===== src/rtl/mem_acc_pkg.sv =====
`default_nettype none
// ============================================================================
// Module   : mem_acc_pkg
// Purpose  : Shared definitions for the memory access sequencer: access-size
//            encodings, the sequencer state type and the alignment check.
// Revision : 1.0 - initial release
// ============================================================================
package mem_acc_pkg;

  localparam logic [1:0] SZ_BYTE = 2'b00;
  localparam logic [1:0] SZ_HALF = 2'b01;
  localparam logic [1:0] SZ_WORD = 2'b10;
  localparam logic [1:0] SZ_ILL  = 2'b11;

  typedef enum logic [2:0] {
    ST_IDLE = 3'd0,
    ST_RD   = 3'd1,
    ST_WR   = 3'd2,
    ST_RESP = 3'd3,
    ST_ERR  = 3'd4
  } state_t;

  // Natural alignment check; the illegal size code is handled by the caller.
  function automatic logic is_misaligned(input logic [1:0] sz, input logic [1:0] off);
    return ((sz == SZ_HALF) && off[0]) || ((sz == SZ_WORD) && (off != 2'b00));
  endfunction

endpackage
`default_nettype wire


===== src/rtl/lane_mux.sv =====
`default_nettype none
// ============================================================================
// Module   : lane_mux
// Purpose  : Combinational little-endian lane logic.
//            - Load path : picks the addressed byte/half from i_rd_word,
//                          right-aligns it and sign/zero-extends it.
//            - Store path: merges i_st_data into i_old_word at the addressed
//                          lane(s); a word store passes i_st_data through.
// Ports    : i_size, i_offset (addr[1:0]), i_uns, i_rd_word, i_old_word,
//            i_st_data -> o_ld_data, o_wr_word
// Revision : 1.0 - initial release
// ============================================================================
module lane_mux
  import mem_acc_pkg::*;
(
  input  logic [1:0]  i_size,
  input  logic [1:0]  i_offset,
  input  logic        i_uns,
  input  logic [31:0] i_rd_word,
  input  logic [31:0] i_old_word,
  input  logic [31:0] i_st_data,
  output logic [31:0] o_ld_data,
  output logic [31:0] o_wr_word
);

  logic [7:0]  w_byte;
  logic [15:0] w_half;

  always_comb begin
    w_byte = i_rd_word[{i_offset, 3'b000} +: 8];
    w_half = i_rd_word[{i_offset[1], 4'b0000} +: 16];
    case (i_size)
      SZ_BYTE: o_ld_data = {{24{~i_uns & w_byte[7]}}, w_byte};
      SZ_HALF: o_ld_data = {{16{~i_uns & w_half[15]}}, w_half};
      default: o_ld_data = i_rd_word;
    endcase
  end

  always_comb begin
    o_wr_word = i_old_word;
    case (i_size)
      SZ_BYTE: o_wr_word[{i_offset, 3'b000} +: 8]     = i_st_data[7:0];
      SZ_HALF: o_wr_word[{i_offset[1], 4'b0000} +: 16] = i_st_data[15:0];
      default: o_wr_word = i_st_data;
    endcase
  end

endmodule
`default_nettype wire


===== src/rtl/mem_access_unit.sv =====
`default_nettype none
// ============================================================================
// Module   : mem_access_unit
// Purpose  : One-at-a-time load/store sequencer in front of a byte-addressed
//            32-bit memory. Word-aligned memory port, read-modify-write for
//            byte/half stores, sign/zero-extended loads, misalignment flag.
// Ports    : clk, rst_n (async, active-low)
//            req/we/size/uns/addr/wdata  - request side (accepted when ready)
//            ready/done/err/rdata        - response side
//            mem_adr/mem_d_in/mem_mrd/mem_mwr/mem_d_out - memory side
// Revision : 1.0 - initial release
// ============================================================================
module mem_access_unit
  import mem_acc_pkg::*;
#(
  parameter int ADDR_W = 32
) (
  input  logic              clk,
  input  logic              rst_n,
  input  logic              req,
  input  logic              we,
  input  logic [1:0]        size,
  input  logic              uns,
  input  logic [ADDR_W-1:0] addr,
  input  logic [31:0]       wdata,
  output logic              ready,
  output logic              done,
  output logic              err,
  output logic [31:0]       rdata,
  output logic [ADDR_W-1:0] mem_adr,
  output logic [31:0]       mem_d_in,
  output logic              mem_mrd,
  output logic              mem_mwr,
  input  logic [31:0]       mem_d_out
);

  state_t            r_state;
  state_t            w_next;

  logic              r_we;
  logic [1:0]        r_size;
  logic              r_uns;
  logic [ADDR_W-1:0] r_addr;
  logic [31:0]       r_wdata;
  logic [31:0]       r_word;
  logic [31:0]       r_rdata;

  logic [31:0]       w_ld_data;
  logic [31:0]       w_wr_word;
  logic              w_bad_req;

  assign w_bad_req = (size == SZ_ILL) || is_misaligned(size, addr[1:0]);

  // State register. Asynchronous reset drops mem_mrd/mem_mwr straight away
  // because those outputs decode from r_state only.
  always_ff @(posedge clk or negedge rst_n) begin
    if (!rst_n) begin
      r_state <= ST_IDLE;
    end else begin
      r_state <= w_next;
    end
  end

  always_comb begin
    w_next = r_state;
    case (r_state)
      ST_IDLE: begin
        if (req) begin
          if (w_bad_req) begin
            w_next = ST_ERR;
          end else if (we && (size == SZ_WORD)) begin
            w_next = ST_WR;
          end else begin
            // Loads and sub-word stores both start with a read.
            w_next = ST_RD;
          end
        end
      end
      ST_RD:   w_next = r_we ? ST_WR : ST_RESP;
      ST_WR:   w_next = ST_RESP;
      ST_RESP: w_next = ST_IDLE;
      ST_ERR:  w_next = ST_IDLE;
      default: w_next = ST_IDLE;
    endcase
  end

  // Request capture and read-data registers.
  always_ff @(posedge clk or negedge rst_n) begin
    if (!rst_n) begin
      r_we    <= 1'b0;
      r_size  <= 2'b00;
      r_uns   <= 1'b0;
      r_addr  <= '0;
      r_wdata <= 32'h0;
      r_word  <= 32'h0;
      r_rdata <= 32'h0;
    end else begin
      if ((r_state == ST_IDLE) && req) begin
        r_we    <= we;
        r_size  <= size;
        r_uns   <= uns;
        r_addr  <= addr;
        r_wdata <= wdata;
      end
      if (r_state == ST_RD) begin
        r_word <= mem_d_out;
        // rdata is loaded on the RD->RESP edge so it is stable all of RESP.
        if (!r_we) begin
          r_rdata <= w_ld_data;
        end
      end
    end
  end

  lane_mux u_lane_mux (
    .i_size     (r_size),
    .i_offset   (r_addr[1:0]),
    .i_uns      (r_uns),
    .i_rd_word  (mem_d_out),
    .i_old_word (r_word),
    .i_st_data  (r_wdata),
    .o_ld_data  (w_ld_data),
    .o_wr_word  (w_wr_word)
  );

  assign ready    = (r_state == ST_IDLE);
  assign done     = (r_state == ST_RESP) || (r_state == ST_ERR);
  assign err      = (r_state == ST_ERR);
  assign rdata    = r_rdata;
  assign mem_mrd  = (r_state == ST_RD);
  assign mem_mwr  = (r_state == ST_WR);
  assign mem_adr  = (mem_mrd || mem_mwr) ? {r_addr[ADDR_W-1:2], 2'b00} : '0;
  assign mem_d_in = mem_mwr ? w_wr_word : 32'h0;

endmodule
`default_nettype wire


===== config.mk =====
export PLATFORM = sky130hd
export DESIGN_NAME = mem_access_unit
export DESIGN_NICKNAME = d
export VERILOG_FILES = /design/src/rtl/mem_acc_pkg.sv /design/src/rtl/lane_mux.sv /design/src/rtl/mem_access_unit.sv
export SDC_FILE = /design/constraint.sdc
export NUM_CORES = 1
export LEC_CHECK = 0
export CORE_MARGIN = 5
export CORE_UTILIZATION = 44
export DETAILED_ROUTE_END_ITERATION = 16
export GPL_TIMING_DRIVEN = 0
export PLACE_DENSITY = 0.89
export SLEW_MARGIN = 20
export SYNTH_ARGS = -nofsm -noshare
export SYNTH_HDL_FRONTEND = slang
export SYNTH_SLANG_ARGS = --single-unit

===== constraint.sdc =====
create_clock -name clk -period 3.1 [get_ports clk]
set_input_delay 0.93 -clock clk [delete_from_list [all_inputs] [get_ports clk]]
set_output_delay 0.93 -clock clk [all_outputs]
set_load 0.1 [all_outputs]

==> flow_summary.yaml <==
status:
  outcome: "finished, violations left"
  violations: "negative setup slack"
floorplan:
  io-pin-count: 204
  coreArea_um2: 15900
  die_x_um: 138
  dieArea_um2: 19000
  fp.dieH_um: 138
  initial_core_util_pct: 45.0
  rows: 46
critical_path:
  crit_path_frequent_cell: "buf_12"
  crit_arrival_ns: 2.63
  cpMaxStageDelayCell: "dfrtp_1"
  critPathCapture: "mem_d_in[30]"
  r2r_slack_ns: 0.24
  startpoint: "r_addr[1]"
  critPathMaxStageDelay_ns: 0.42
  worst_setup_path_end_kind: "output pin"
  worstPathMaxFanout: 8
  cp.depth: 8
  crit_required_ns: 2.17
  start_kind: "register"
  crit-reg2reg-launch: "r_state[2]"
  crit_buf_inv: 4
  critical_path_class: "reg2out"
  crit_chain: "buf_6 > inv_6 > ha_4 > nor4b_4 > buf_12 > a221oi_2 > nor3_4 > buf_12"
  r2r-end: "rdata[14]"
  ff2ff_path_depth: 8
  crit_family: "simple AND/OR/NAND/NOR gates"
cells_and_area:
  area_growth_pct: 58.7
  regArea_um2: 3380
  diodes: 0
  nFillCells: 995
  multi_input_area_um2: 4080
  drive_above_1_share_pct: 40.7
  layout_common_cells: "clkdlybuf4s50_1 (133), dfrtp_1 (133), mux2_2 (105), nand2_1 (72), buf_4 (58)"
  nNetsFinal: 1036
synth:
  synth_top_area_share_pct: 47.1
  ys_warn_count: 0
  synth_area_um2: 7180
  synth_cell_type_count: 51
  async_flop_share_pct: 100
  synth_seq_cells: 135
  ys_seq_area_share_pct: 47.1
  synthFlopType: "dfrtp_1"
  synth_edf_count: 0
  synth_top_area_cell: "dfrtp_1"
  avgSynthCellArea_um2: 10.6
  synth.area.top_cells: "dfrtp_1 (47%), mux2_2 (16%), nand2_1 (3.9%)"
  syn_inst: 677
place:
  io_buffers: 201
  hpwl_um: 18400
  gp_congestion: 0.927
routing:
  routedWlPerCell_um: 26.1
  drt-pass1-iter-count: 6
  viasPerCell: 6.36
  vias: 7360
  postRouteWirelength_um: 30200
  drt_iter0_drc: 1035
  post-route-drc-count: 0
  ant_nets: 0
global_routing:
  busiest_layer: "met2"
  grt-ovfl-total: 0
  grtUsageMet2_pct: 47.4
  grt_max_degree: 75
  grt_usage_pct: 29.2
  antenna_found_initial: 0
  grt_use_met3_pct: 9.46
  grt_pass1_vias: 7325
  grt_first_pass_wirelength_um: 41600
  gr-usage-met1_pct: 34.5
clock_tree:
  clockBufferDepth: 2
  clock-sinks: 135
  cts_inserted_buffers: 17
  cts_tree: "yes"
  path_clk_slew_ns: 0.06
  root_buffer: "clkbuf_16"
  h-tree-depth: 4
  clock_latency_ns: 0.44
sta:
  hold_viol: 0
  drv_slew: 0
  slew_headroom_pct: 31.7
  fin_skew_ns: 0.00757
  max_freq_mhz: 281
  period_needed_ns: 3.56
  worst_slew_pin_slew_ns: 1.02
  setup_violations: 32
  fin_crit_sh_pct: 115
  rsz0062_at_grt: "true"
  finalWorstSetupSlack_ns: -0.460
  whs_ns: 0.420
flow_run:
  drv_cap: 0
worst_hold_path:
  hp-class: "in2async"
==> Yosys cell counts, types with 2 or more instances <==
library cell and count:
a21oi_1 10, a221o_1 14, a221oi_1 16, a22o_1 8, a22oi_1 16, a31oi_1 10
a32o_1 7, and2_1 31, and4_1 2, buf_1 7, buf_2 13, buf_4 6
clkbuf_1 30, dfrtp_1 135, ha_1 5, inv_1 13, mux2_2 105, mux2i_1 9
nand2_1 74, nand2b_1 4, nand3_1 32, nor2_1 18, nor2b_1 11, nor3_1 16
o21ai_0 21, o221a_2 8, o22ai_1 24, or2_2 9
==> stage by stage <==
stage	std cells	TNS, ns	area, um^2	util (%)	setup WS (ns)
after detailed placement	1096	-45.07	9920	62.2	-1.16
after global routing	1157	-6.37	11400	71.4	-0.459
after global placement	1095	-608.69	9880	62.0	-4.20
final	1157	-5.60	11400	71.4	-0.460
after floorplan	678	-1.87	7600	-	-0.235
after CTS	1141	-5.51	11100	69.7	-0.260
==> worst min-delay path by stage <==
stage / startpoint / to / slack, ns / depth (start not counted)
final: rst_n / rdata[17] / 0.42 / 1
after global placement: r_addr[15] / r_addr[15] / 0.46 / 1
after global routing: rst_n / rdata[17] / 0.47 / 1
after CTS: rst_n / rdata[17] / 0.44 / 1
after detailed placement: rdata[24] / rdata[24] / 0.48 / 2
after floorplan: r_addr[15] / r_addr[15] / 0.45 / 1
==> state kept, by name, indices dropped and copies added (netlist names) <==
signal   count
r_addr      32
r_size       2
r_state      3
r_uns        1
r_wdata     32
r_we         1
r_word      32
rdata       32
==> layout make-up <==
type / instances / area share (%)
plain buffers: 50 / 2.84
clock buffers: 17 / 3.74
clock inverters: 15 / 1.55
inverters: 14 / 0.637
multi-input cells: 472 / 35.8
flip-flops and latches: 135 / 29.7
well taps: 216 / 2.37
repair buffers: 238 / 23.4
==> what timing repair did <==
item,4_1_cts,5_1_grt
hold buffers,0,0
buffers inserted,18,17
resized for setup,529,56
gates cloned,0,1
pin swaps,31,15
endpoints found under the setup margin,67,56
==> cell families after synthesis <==
| family | Yosys count | synth area share, % |
|---|---|---|
| adders and majority gates | 5 | 0.872 |
| buffers and inverters | 71 | 4.36 |
| DFF | 135 | 47.1 |
| other | 1 | 0.0523 |
| AOI/OAI and AO/OA | 141 | 14.8 |
| xor gates and xnor gates | 1 | 0.122 |
| muxes | 115 | 17.9 |
| and+or+nand+nor | 208 | 14.8 |
==> per-layer routing <==
layer,routed length (um),vias to the layer above
li1,-,2991
met4,2540,0
met3,3550,223
met5,0,-
met2,13900,635
met1,10200,3511
Power is not shown: default switching activity piles up to over one toggle a cycle in this logic, so the estimate is an artifact.
